`src/rtl/mealy_pkg.sv`:
```
// Shared types for the mealy_fsm front end: the 2-bit input symbol and its idle value.
package mealy_pkg;

  typedef logic [1:0] sym_t;

  localparam sym_t SYM_IDLE = 2'b00;

  // Counter width able to hold 0..n-1; a disabled (n<=1) counter still gets one bit.
  function automatic int cnt_width(input int n);
    return (n > 1) ? $clog2(n) : 1;
  endfunction

endpackage

```
`src/rtl/sync_debounce.sv`:
```
// Two-flop synchroniser plus a whole-vector debouncer: one candidate, one saturating counter.
// accept pulses in the cycle before stable takes the candidate value.
module sync_debounce
  import mealy_pkg::*;
#(
  parameter int WIDTH           = 2,
  parameter int DEBOUNCE_CYCLES = 4
) (
  input  logic             clk,
  input  logic             rst,
  input  logic [WIDTH-1:0] din,
  output logic [WIDTH-1:0] cand,
  output logic [WIDTH-1:0] stable,
  output logic             accept
);

  localparam int               CNT_W   = cnt_width(DEBOUNCE_CYCLES);
  localparam logic [CNT_W-1:0] CNT_MAX = CNT_W'(DEBOUNCE_CYCLES - 1);

  logic [WIDTH-1:0] s1_q, s1_d;
  logic [WIDTH-1:0] s2_q, s2_d;
  logic [WIDTH-1:0] cand_q, cand_d;
  logic [WIDTH-1:0] stable_q, stable_d;
  logic [CNT_W-1:0] cnt_q, cnt_d;

  always_ff @(posedge clk) begin
    if (rst) begin
      s1_q     <= '0;
      s2_q     <= '0;
      cand_q   <= '0;
      stable_q <= '0;
      cnt_q    <= '0;
    end else begin
      s1_q     <= s1_d;
      s2_q     <= s2_d;
      cand_q   <= cand_d;
      stable_q <= stable_d;
      cnt_q    <= cnt_d;
    end
  end

  always_comb begin
    s1_d     = din;
    s2_d     = s1_q;
    cand_d   = cand_q;
    cnt_d    = cnt_q;
    stable_d = stable_q;
    accept   = (cnt_q == CNT_MAX) && (cand_q != stable_q);

    // Any movement of the synchronised vector restarts the settle count.
    if (s2_q != cand_q) begin
      cand_d = s2_q;
      cnt_d  = '0;
    end else if (cnt_q != CNT_MAX) begin
      cnt_d = cnt_q + 1'b1;
    end

    if (accept) begin
      stable_d = cand_q;
    end
  end

  assign cand   = cand_q;
  assign stable = stable_q;

endmodule

```
`src/rtl/mealy_input_conditioner.sv`:
```
// Button front end for mealy_fsm: debounced symbol strobe on en with x, plus optional auto-repeat.
module mealy_input_conditioner
  import mealy_pkg::*;
#(
  parameter int DEBOUNCE_CYCLES = 4,
  parameter int REPEAT_CYCLES   = 0
) (
  input  logic       clk,
  input  logic       rst,
  input  logic [1:0] btn_raw,
  output logic [1:0] x,
  output logic       en
);

  localparam int               RPT_W     = cnt_width(REPEAT_CYCLES);
  localparam bit               REPEAT_ON = (REPEAT_CYCLES > 0);
  localparam logic [RPT_W-1:0] RPT_LAST  = RPT_W'(REPEAT_ON ? REPEAT_CYCLES - 1 : 0);

  sym_t             cand;
  sym_t             stable;
  logic             accept;

  sym_t             x_q, x_d;
  logic             en_q, en_d;
  logic [RPT_W-1:0] rpt_q, rpt_d;

  sync_debounce #(
    .WIDTH          (2),
    .DEBOUNCE_CYCLES(DEBOUNCE_CYCLES)
  ) u_sync_debounce (
    .clk   (clk),
    .rst   (rst),
    .din   (btn_raw),
    .cand  (cand),
    .stable(stable),
    .accept(accept)
  );

  always_ff @(posedge clk) begin
    if (rst) begin
      x_q   <= SYM_IDLE;
      en_q  <= 1'b0;
      rpt_q <= '0;
    end else begin
      x_q   <= x_d;
      en_q  <= en_d;
      rpt_q <= rpt_d;
    end
  end

  always_comb begin
    x_d   = x_q;
    en_d  = 1'b0;
    rpt_d = rpt_q;

    // An accept wins over a repeat tick; releases update stable but never strobe.
    if (accept) begin
      rpt_d = '0;
      if (cand != SYM_IDLE) begin
        x_d  = cand;
        en_d = 1'b1;
      end
    end else if (stable == SYM_IDLE || !REPEAT_ON) begin
      rpt_d = '0;
    end else if (rpt_q == RPT_LAST) begin
      en_d  = 1'b1;
      rpt_d = '0;
    end else begin
      rpt_d = rpt_q + 1'b1;
    end
  end

  assign x  = x_q;
  assign en = en_q;

endmodule

```
`config.mk`:
```
export PLATFORM = sky130hd
export DESIGN_NAME = mealy_input_conditioner
export DESIGN_NICKNAME = d
export VERILOG_FILES = /design/src/rtl/mealy_pkg.sv /design/src/rtl/sync_debounce.sv /design/src/rtl/mealy_input_conditioner.sv
export SDC_FILE = /design/constraint.sdc
export NUM_CORES = 1
export LEC_CHECK = 0
export CORE_UTILIZATION = 34
export CTS_CLUSTER_SIZE = 10
export DETAILED_ROUTE_END_ITERATION = 12
export SYNTH_ARGS = -nofsm -noshare
export SYNTH_HDL_FRONTEND = slang
export SYNTH_SLANG_ARGS = --single-unit
```
`constraint.sdc`:
```
create_clock -name clk -period 1.4 [get_ports clk]
set_clock_uncertainty 0.2 [all_clocks]
set_input_delay 0.35 -clock clk [delete_from_list [all_inputs] [get_ports clk]]
set_output_delay 0.35 -clock clk [all_outputs]
set_load 0.02 [all_outputs]
```
==> metrics <==
post-placement cell count=82; worst IR drop on VDD=0.524 mV; Tmin final=1.32 ns; Die Footprint=0.00178 sq mm; Routed Antenna Nets=0; Period Utilization, post-route=94.4%; grt ovf=0; Synth Register Bits=13; number of global-route vias before repair=356; Worst-Margin Slew=0.254 ns; Starting DRT DRC Count=5; Synth Area per Inst=9.64 sq um; placed inst area=654 sq um; antenna violations before repair=0; Syn Inst Count=57; Netlist cell types=21; critical path fanouts, max=2; die width=42.2 um; 1st-pass router iterations=4; Max stage delay on crit path=0.34 ns; Final Hold Vio Count=0; RD Place Congestion=0.690; fmax=757 MHz; Max Slew Vio Count=0; Starting Density=36.5%; RSZ-0062 raised after global routing=no; clock buffer count from CTS=3; die height=42.2 um; cells along the critical path=buf_2; CTS tree=yes; status=finished, final reports clean; clk_lat worst skew=0.27 ns; Post-Layout Cell Count=86; CTS max path bufs=2; Critical-path top delay cell=dfxtp_1; nets=76; GRT Util Overall=11.6%; H-tree levels=1; endpoint class of the critical path=output pin; share of layout cells above drive strength 1=25.7%; Routed WL=870 um; vias per cell=4.62; Mapped Area=549 sq um; startpoint types=register; HPWL Detailed=648 um; worst setup path category=register to output pin; antenna fix cells=0; via count=397; DR DRC count=0; PortBufs=6; clock sink total=13; total power=0.679 mW; power per cell area=1010 mW/mm^2; pin count of the biggest net entering global routing=9; Req. time, crit path=0.85 ns; Layout area overhead=22.8%; final setup vio count=0; Static Leakage=0.275 nW; cell row count=14; WL per Instance=10.1 um; sequential share of the synthesized area=47.4%; max-cap violation count=0; clk slew on worst S/H paths=0.08 ns; relative slew slack=83.0%; I/O pin cnt=7; CP Data Arrival Time=0.77 ns; Crit path max-delay family=flip-flops; CP Buf/Inv Count=1; first-pass GRT wire length=1490 um; min-delay worst type=register to register; Syn Nets=62; synth warn=0; Layout Cell Area excl Fill=674 sq um; CTS root buf=clkbuf_4; cts-stage hold buffer count=0; total core area=0.00151 sq mm
==> metrics by stage <==
| stage | setup TNS (ns) | hold WS, ns | util, % | setup slack (ns) |
|---|---|---|---|---|
| floorplan | 0 | 0.214 | - | 0.0403 |
| global placement | -0.496 | 0.221 | 43.4 | -0.128 |
| detailed placement | -0.630 | 0.232 | 43.4 | -0.167 |
| CTS | 0 | 0.254 | 44.3 | 0.00124 |
| global route | 0 | 0.269 | 44.8 | 0.00659 |
| finish | 0 | 0.245 | 44.8 | 0.0791 |
==> worst paths after layout <==
path	cells after the start	startpoint	end	slack (ns)
hold / removal	1	u_sync_debounce.s1_q[0]$_SDFF_PP0_	u_sync_debounce.s2_q[0]$_SDFF_PP0_	0.24
hold reg to reg	1	u_sync_debounce.s1_q[0]$_SDFF_PP0_	u_sync_debounce.s2_q[0]$_SDFF_PP0_	0.24
setup reg to reg	3	u_sync_debounce.cand[0]$_SDFFE_PP0P_	x[0]$_SDFFE_PP0P_	0.08
setup / recovery	1	x[0]$_SDFFE_PP0P_	x[0]	0.08
==> cells in the mapped netlist, drive strengths merged <==
cell type | instances | area share [%]
a2111oi | 1 | 2.7
a211oi | 1 | 1.4
a21oi | 3 | 2.7
a221oi | 1 | 1.6
and2b | 1 | 1.6
buf | 2 | 3.0
clkbuf | 1 | 0.68
dfxtp | 13 | 47
ha | 1 | 2.3
inv | 4 | 2.7
mux2i | 2 | 3.6
nand2 | 1 | 0.68
nand2b | 5 | 6.1
nor2 | 3 | 2.0
nor2b | 8 | 9.1
o21ai | 4 | 3.6
o22ai | 1 | 1.1
or3 | 1 | 1.1
xor2 | 4 | 6.4
==> power breakdown <==
part           internal [mW]  leakage, nW  switching (mW)  total (mW)
clock                  0.106       0.0177           0.124       0.230
sequential             0.384        0.106         0.00891       0.392
combinational         0.0329        0.151          0.0232      0.0561
total                  0.522        0.275           0.157       0.679
==> logic make-up after synthesis <==
| group | Yosys count | synth area share [%] |
|---|---|---|
| muxes | 2 | 3.64 |
| and+or+nand+nor | 19 | 20.7 |
| buffers and inverters | 7 | 6.38 |
| DFF | 13 | 47.4 |
| AOI/OAI and AO/OA | 11 | 13.2 |
| xor gates and xnor gates | 4 | 6.38 |
| adders and majority gates | 1 | 2.28 |
==> cell type report <==
| cell class | instances | area (sq um) |
|---|---|---|
| clock buffers | 3 | 22.5 |
| clock inverters | 1 | 5.00 |
| fillers | 154 | 832 |
| inverters | 4 | 15.0 |
| multi-input cells | 37 | 262 |
| flip-flops and latches | 13 | 260 |
| well taps | 16 | 20.0 |
| repair buffers | 12 | 90.1 |
==> metal layers <==
layer	global-route usage, %	routed length [um]	part of all wire, %	vias to the layer above
met5	0	0	0	-
met4	3.75	0	0	0
met3	7.76	55	6.3	0
met2	18.2	413	47	10
met1	12.7	401	46	175
li1	-	-	-	212
==> layout by cell type (no fill, tap or decap) <==
master and instances:
dfxtp_1 13, nor2b_1 8, buf_4 6, xor2_1 4
inv_1 4, nand2b_1 4, o21ai_0 4, nor2_1 3
a21oi_1 3, clkbuf_4 3, clkdlybuf4s50_1 3, buf_2 3
mux2i_1 2, or3_1 1, nand2b_2 1, o22ai_1 1
a211oi_2 1, a2111oi_2 1, nand2_1 1, a221oi_1 1
and2b_2 1, ha_2 1, clkinv_2 1
==> timing repair <==
action                                 CTS  global route
resized for setup                       12             2
setup endpoints to repair                3             3
endpoints found under the hold margin    0             0
buffers inserted                         0             0
pin swaps                                0             1
==> registers in the layout, summed over array words and instances (netlist names) <==
| register | cells |
|---|---|
| u_sync_debounce.cand | 2 |
| u_sync_debounce.cnt_q | 2 |
| u_sync_debounce.s1_q | 2 |
| u_sync_debounce.s2_q | 2 |
| u_sync_debounce.stable | 2 |
| x | 2 |
| en | 1 |
Note: power is estimated with default switching activity, not from simulation.
